[config.mk]
export PLATFORM = sky130hd
export DESIGN_NAME = ins_prefetch_queue
export DESIGN_NICKNAME = d
export VERILOG_FILES = /design/src/rtl/ins_prefetch_queue.sv
export SDC_FILE = /design/constraint.sdc
export NUM_CORES = 1
export LEC_CHECK = 0
export CAP_MARGIN = 10
export CORE_AREA = 2 2 98 124
export DETAILED_ROUTE_END_ITERATION = 10
export DIE_AREA = 0 0 100 126
export PLACE_DENSITY = 0.78
export SKIP_LAST_GASP = 1
export SYNTH_ARGS = -nofsm -noshare
export SYNTH_HDL_FRONTEND = slang
export SYNTH_SLANG_ARGS = --single-unit
[constraint.sdc]
create_clock -name clk -period 2.3 [get_ports clk]
set_input_delay 0.23 -clock clk [delete_from_list [all_inputs] [get_ports clk]]
set_output_delay 0.23 -clock clk [all_outputs]
set_load 0.01 [all_outputs]
[src/rtl/ins_prefetch_queue.sv]
// ins_prefetch_queue: sequential instruction prefetch into a DEPTH-entry {pc, data} FIFO with redirect flush.
// Define PREFETCH_STATS_EN to add the saturating fetch_count port.
module ins_prefetch_queue #(
   parameter int                ADDR_W   = 16,
   parameter int                DATA_W   = 8,
   parameter int                DEPTH    = 4,
   parameter logic [ADDR_W-1:0] RESET_PC = '0
) (
   input  logic              clk,
   input  logic              rst_n,
   input  logic              fetch_en,
   input  logic              redirect_en,
   input  logic [ADDR_W-1:0] redirect_pc,
   output logic [ADDR_W-1:0] bus_addr,
   output logic              bus_rd_en,
   input  logic [DATA_W-1:0] bus_rdata,
   input  logic              bus_ready,
   output logic              ins_valid,
   output logic [DATA_W-1:0] ins_data,
   output logic [ADDR_W-1:0] ins_pc,
   input  logic              ins_pop
`ifdef PREFETCH_STATS_EN
   ,
   output logic [15:0]       fetch_count
`endif
);
   localparam int PW = $clog2(DEPTH);
   localparam logic [PW:0] FULL = (PW+1)'(DEPTH);

   typedef enum logic {IDLE, FETCH} state_t;
   state_t state, state_nx;

   logic [PW-1:0]     wptr, rptr;
   logic [PW:0]       count, count_nx;
   logic [ADDR_W-1:0] pc_mem [DEPTH];
   logic [DATA_W-1:0] data_mem [DEPTH];
   logic              accept, push, pop;

   // bus_addr doubles as the fetch PC: it only advances on an accepted read
   assign bus_rd_en = state == FETCH;
   assign accept    = bus_rd_en && bus_ready;
   assign push      = accept && !redirect_en;
   assign pop       = ins_pop && ins_valid && !redirect_en;
   assign count_nx  = redirect_en ? '0 : count + (PW+1)'(push) - (PW+1)'(pop);
   assign ins_valid = count != '0;
   assign ins_data  = data_mem[rptr];
   assign ins_pc    = pc_mem[rptr];

   // a request is only launched when the word it returns is guaranteed a slot
   always_comb begin
      state_nx = IDLE;
      state_nx = ((state == FETCH) && (redirect_en || !accept)) || (fetch_en && count_nx != FULL) ? FETCH : IDLE;
   end

   always_ff @(posedge clk or negedge rst_n) begin
      if (!rst_n) begin
         state    <= IDLE;
         bus_addr <= RESET_PC;
         wptr     <= '0;
         rptr     <= '0;
         count    <= '0;
         for (int i = 0; i < DEPTH; i++) begin
            pc_mem[i]   <= RESET_PC;
            data_mem[i] <= '0;
         end
      end else begin
         state <= state_nx;
         count <= count_nx;
         if (redirect_en) begin
            bus_addr <= redirect_pc;
            wptr     <= '0;
            rptr     <= '0;
         end else begin
            if (accept)
               bus_addr <= bus_addr + ADDR_W'(1);
            if (push) begin
               pc_mem[wptr]   <= bus_addr;
               data_mem[wptr] <= bus_rdata;
               wptr           <= wptr + PW'(1);
            end
            if (pop)
               rptr <= rptr + PW'(1);
         end
      end
   end

`ifdef PREFETCH_STATS_EN
   always_ff @(posedge clk or negedge rst_n) begin
      if (!rst_n)
         fetch_count <= '0;
      else if (push && fetch_count != 16'hFFFF)
         fetch_count <= fetch_count + 16'd1;
   end
`endif

endmodule

== Word-level counts from Yosys, hierarchy flattened ==
Index checks and enable logic that the tools add are counted.

* Bits in registers: 120
* Memory bits (writable): 0
* Memories: 0
* ROM bits: 0
* Bits in latches: 0

* Equality and inequality tests: 1
* Add/sub/neg operators: 5
* $lt $le $gt $ge: 3
* Reduce and logical (&&, ||, !) cells: 16
* Div/mod/pow operators: 0
* Muxes and demuxes: 20
* Shift operators: 0
* $mul: 0
* Bitwise operators: 3

{| class="wikitable"
|+ Operator list
! kind !! number
|-
| two-way mux 16 bit || 5
|-
| bitwise mux 64 bit || 1
|-
| binary-select mux 16 bit (select 2 bit) || 1
|-
| bitwise mux 32 bit || 1
|-
| demux 16 bit (select 2 bit) || 1
|-
| two-way mux 8 bit || 3
|-
| adder 16 x 1 -> 16 bit, second input constant || 1
|-
| binary-select mux 8 bit (select 2 bit) || 1
|-
| demux 8 bit (select 2 bit) || 1
|-
| two-way mux 2 bit || 4
|-
| logical AND 1 bit || 7
|-
| greater-or-equal comparator 3 bit, second input constant || 2
|-
| NOT 2 -> 3 bit || 2
|-
| nonzero test 2 bit || 3
|-
| adder 2 x 1 -> 2 bit, second input constant || 2
|-
| adder 3 x 1 -> 3 bit || 1
|-
| < comparator 3 x 1 -> 1 bit, second input constant || 1
|-
| two-way mux 3 bit || 1
|-
| inequality test 3 bit, second input constant || 1
|-
| nonzero test 3 bit || 1
|-
| subtractor 3 x 1 -> 3 bit || 1
|-
| logical NOT 1 bit || 2
|-
| logical OR 1 bit || 2
|-
| AND reduction 2 bit || 1
|-
| other kinds (2) || 2
|}

== Logic depth before layout (Yosys ltp) ==
* Depth after elaboration: 9
* Mapped depth: 10
* Mapped depth without buffers: 10

== Worst setup path before layout ==
Ideal clock, no wire load.

* Path type: reg-to-reg
* Start point: reg count[2]
* End point: reg state, in the netlist bus_rd_en
* Buffers on the path: 0
* Path slack: -125 ps
* Period minus slack after synthesis: 2425 ps
* Setup time: 128 ps
* Data arrival time: 2297 ps
* Stages on the path, launching flop included: 10
* Cell sequence: dfrtp_1 -> or3_1 -> nand2_1 -> nor2_1 -> ha_1 -> inv_1 -> ha_1 -> fa_1 -> o41ai_1 -> nand2_1

* Word-level cells in the longest chain between the ends: 9
* Elaborated cells on any way between the ends: 10

{| class="wikitable"
|+ Ends and longest elaborated chain
! what !! line !! source
|-
| start, declared || 34 || <nowiki>logic [PW:0] count, count_nx;</nowiki>
|-
| start signal, assigned || 68 || <nowiki>count <= count_nx;</nowiki>
|-
| nonzero test 3 bit || 45 || <nowiki>assign ins_valid = count != '0;</nowiki>
|-
| via ins_valid || 18 || <nowiki>output logic ins_valid,</nowiki>
|-
| logical AND 1 bit (2 in a row) || 43 || <nowiki>assign pop = ins_pop && ins_valid && !redirect_en;</nowiki>
|-
| subtractor 3 x 1 -> 3 bit || 44 || <nowiki>assign count_nx = redirect_en ? '0 : count + (PW+1)'(push) - (PW+1)'(pop);</nowiki>
|-
| two-way mux 3 bit || 44 ||
|-
| inequality test 3 bit || 52 || <nowiki>state_nx = ((state == FETCH) && (redirect_en || !accept)) || (fetch_en && count_nx != FULL) ? FETCH : IDLE;</nowiki>
|-
| logical AND 1 bit || 52 ||
|-
| logical OR 1 bit || 52 ||
|-
| two-way mux 1 bit || 52 ||
|-
| via state_nx || 31 || <nowiki>state_t state, state_nx;</nowiki>
|-
| end signal, assigned || 67 || <nowiki>state <= state_nx;</nowiki>
|-
| end, declared || 31 ||
|}

The timed path passes the listed nets, and every way through them passes these cells.
A chain may end at the register's enable or synchronous reset.

== Final worst setup path ==
* Start point: reg count[0]
* End point: reg state, in the netlist bus_rd_en

* Word-level cells in the longest chain between the ends: 9
* Elaborated cells on any way between the ends: 10

{| class="wikitable"
|+ Ends and longest elaborated chain
! what !! line
|-
| parallel branches: the longest is 3 deep, another holds adder 3 x 1 -> 3 bit || --
|-
| subtractor 3 x 1 -> 3 bit (*) || 44
|-
| two-way mux 3 bit (*) || 44
|-
| inequality test 3 bit (*) || 52
|-
| logical AND 1 bit (*) || 52
|-
| logical OR 1 bit (*) || 52
|-
| two-way mux 1 bit (*) || 52
|-
| via state_nx || 31
|}

Mark *: on every way through the listed nets, which the timed path passes.

==> run_results.csv <==
group,metric,value,unit
clocking,worst_skew_pair.late_latency,410,ps
setup_path,path_max_fanout,2,
setup_path,path_cells,"or3_4, nand2_2, nor2_1, ha_1, inv_1, ha_1, fa_2, o41ai_2, nand2_1",
sta,worst_slack,-30.2,ps
setup_path,crit_start,"count[0]$_DFF_PN0_",
synthesis,synth-async-reset-ratio,1.00,
synthesis,netlist-cell-type-count,34,
floorplanning,fp.dieH,126,um
setup_path,rr_endpoint,"bus_rd_en$_DFF_PN0_",
floorplanning,ioPinCount,72,
placed_design,place.gp.congestion,0.782,
run,max_cap_viol_count,0,
detailed_routing,viasPerCell,5.59,
detailed_routing,routed_wl,12000,um
sta,fin_crit_sh,1.01,
grt,grt_pass1_wl,19300,um
sta,fin_crit,2330,ps
detailed_routing,wl_per_cell,19.3,um
finish,final_area,7170,sq um
min_path,holdCritPathClass,"primary input to asynchronous set/reset pin",
setup_path,r2r_start,"count[0]$_DFF_PN0_",
synthesis,yosysWarnings,0,
floorplanning,dieArea,12600,sq um
outcome,outcome,"finished, violations left",
detailed_routing,drt_iter0_drc,194,
finish,fill_cells,829,
pwr,leakage,3.33,nW
grt,antenna_found_initial,0,
finish,syn2layout_area_growth,28.2,%
setup_path,r2r_slack,-30,ps
finish,final_util,0.626,
sta,relSlewSlack,0.716,
setup_path,rr_worst_depth,9,
outcome,violations,"negative setup slack",
sta,hold_slack,227,ps
sta,rsz0062_at_grt,"yes",
setup_path,worst-endpoint-arrival,2620,ps
finish,layout-drive-gt1-share,0.344,
detailed_routing,drc,0,
setup_path,endpoint,"bus_rd_en$_DFF_PN0_",
detailed_routing,antenna_left,0,
setup_path,cp_data_required_time,2590,ps
detailed_routing,vias,3469,
detailed_routing,firstDrtPassIters,5,
clocking,numCtsBuffers,17,
sta,setup_viol,1,
placed_design,placed_area,6480,sq um
floorplanning,initial_core_util,0.489,
floorplanning,row_count,44,
placed_design,port-buffer-count,71,
sta,hold_violations,0,
setup_path,cp-start-kind,"register",
sta,finalMaxSlewViolations,0,
grt,grt_max_degree,64,
clocking,cts_root_buffer,"clkbuf_16",
setup_path,cpMostUsedCell,"ha_1",
grt,grt_pass1_vias,3788,
synthesis,synth_area,5590,sq um
setup_path,slowest_delay,450,ps
setup_path,slowest_stage,"fa_2",
floorplanning,die_w,100,um
clocking,cts_tree,"built",
synthesis,syn_area_per_cell,14.5,sq um
clocking,clkTransAtPathRegs,60,ps
clocking,htreeDepth,4,
synthesis,synthCells,386,
finish,final_nets,508,
pwr,max-vdd-ir-drop,0.681,mV
grt,overflow,0,
setup_path,crit_type,"register to register",
pwr,p_per_area,1210,nW/um^2
grt,grt.total_usage,0.201,
synthesis,yosysSeqAreaShare,0.537,
synthesis,syn_nets,424,
sta,fin_skew,6.68,ps
finish,antenna_cells,0,
synthesis,synthFlopType,"dfrtp_1",
clocking,clk_path_buf_depth,2,
floorplanning,core_area,11500,sq um
setup_path,end_kind,"register",
synthesis,synth-seq-cells,120,
sta,worst_pin_slew,426,ps
sta,max_freq,0.429,GHz
clocking,cts_sinks,120,
synthesis,synth-edff-count,0,
placed_design,place_hpwl,7370,um
## repair_timing
| action | in CTS | in global routing |
|---|---|---|
| endpoints found under the hold margin | 22 | 0 |
| setup endpoints to repair | 3 | 19 |
| pin swaps | 0 | 0 |
| hold buffers | 1 | 0 |
| gates resized for setup | 2 | 19 |
| gates cloned | 0 | 1 |
| buffers inserted | 0 | 2 |
## metrics by stage
stage               power, mW  setup slack (ps)  setup TNS (ps)  cells
floorplan                4.89              2.87               0    386
global placement         6.00              -136            -136    585
detailed placement       6.14              -206            -206    585
CTS                      8.77             -45.6           -56.2    618
global route             9.14              -143            -161    621
finish                   8.70             -30.2           -30.2    621
## logic make-up (layout without fill, tap and decap cells)
| group | Yosys count | in the layout | share of synthesized area |
|---|---|---|---|
| AND/OR/NAND/NOR | 64 | 64 | 0.0671 |
| flip-flops | 120 | 120 | 0.537 |
| adder cells (fa/ha/maj) | 8 | 8 | 0.0192 |
| buffers and inverters | 35 | 132 | 0.0362 |
| multiplexers | 122 | 122 | 0.293 |
| AO/OA/AOI/OAI | 19 | 19 | 0.0190 |
| XOR/XNOR | 18 | 18 | 0.0282 |
## cell usage in the layout (no fill, tap or decap), drive strengths merged, types with 7 or more instances in the layout
| master | Yosys | final |
|---|---|---|
| o21ai | 15 | 15 |
| clkdlybuf4s50 | 0 | 52 |
| mux4 | 24 | 24 |
| nand2 | 28 | 28 |
| inv | 8 | 10 |
| nand3 | 7 | 7 |
| mux2 | 96 | 96 |
| xnor2 | 14 | 14 |
| buf | 18 | 20 |
| ha | 7 | 7 |
| clkbuf | 9 | 19 |
| dlymetal6s2s | 0 | 18 |
| dfrtp | 120 | 120 |
| nor2 | 10 | 10 |
## worst min path at each step
stage	start	to	slack (ps)	cells past startpoint
after floorplan	rst_n	bus_addr[0]$_DFFE_PN0P_	-70	0
after global placement	rst_n	data_mem[30]$_DFFE_PN0P_	120	1
after detailed placement	rst_n	data_mem[30]$_DFFE_PN0P_	120	1
after CTS	rst_n	data_mem[22]$_DFFE_PN0P_	240	2
after global routing	rst_n	data_mem[22]$_DFFE_PN0P_	260	2
final	rst_n	data_mem[22]$_DFFE_PN0P_	230	2
## synth_stat cells (3+ instances only)
| library cell | number | area [sq um] |
|---|---|---|
| buf_6 | 8 | 90.1 |
| mux4_2 | 24 | 541 |
| nand4_1 | 3 | 18.8 |
| nor2_1 | 9 | 33.8 |
| ha_1 | 7 | 87.6 |
| mux2_1 | 19 | 214 |
| nor4_1 | 4 | 25.0 |
| nor3_1 | 5 | 25.0 |
| nand2_1 | 23 | 86.3 |
| mux2_2 | 77 | 867 |
| nand3_1 | 7 | 35.0 |
| inv_1 | 8 | 30.0 |
| xnor2_1 | 14 | 123 |
| buf_2 | 8 | 40.0 |
| dfrtp_1 | 120 | 3000 |
| clkbuf_1 | 8 | 30.0 |
| nor2b_1 | 3 | 18.8 |
| nand2_4 | 5 | 56.3 |
| o21ai_0 | 11 | 55.1 |
| o21ai_1 | 4 | 20.0 |
| xor2_1 | 4 | 35.0 |
## power breakdown
group | total (mW) | internal (mW) | switching [mW]
logic | 2.82 | 1.78 | 1.05
clock network | 2.56 | 1.60 | 0.967
registers | 3.31 | 2.85 | 0.460
total | 8.70 | 6.23 | 2.47
## critical path: cells and delay by family (launching register included)
kind	cells	cell delay (ps)
simple gates	4	610
compound gates	1	300
buf+inv	1	60
flops	1	380
fa+ha+maj	3	860
## routing by layer
layer  routed length [um]  vias up  global-route usage
li1                     -     1557                   -
met1                 5170     1793               0.255
met2                 6100      105               0.337
met3                  534       14              0.0544
met4                  167        0              0.0620
met5                    0        -                   0
## cell type report
cell class / instances / area [sq um] / share of cell area
clock inverter: 14 / 151 / 0.0211
clock buffer: 18 / 429 / 0.0599
tap: 138 / 173 / 0.0241
timing repair buffer: 92 / 976 / 0.136
multi-input combinational: 231 / 2410 / 0.336
inverter: 8 / 30.0 / 0.00419
sequential: 120 / 3000 / 0.419
## sequential cells by signal, indices dropped and copies added, names as in the netlist
signal	flops
pc_mem	64
data_mem	32
bus_addr	16
count	3
rptr	2
wptr	2
bus_rd_en	1
(Power assumes the default switching activity.)
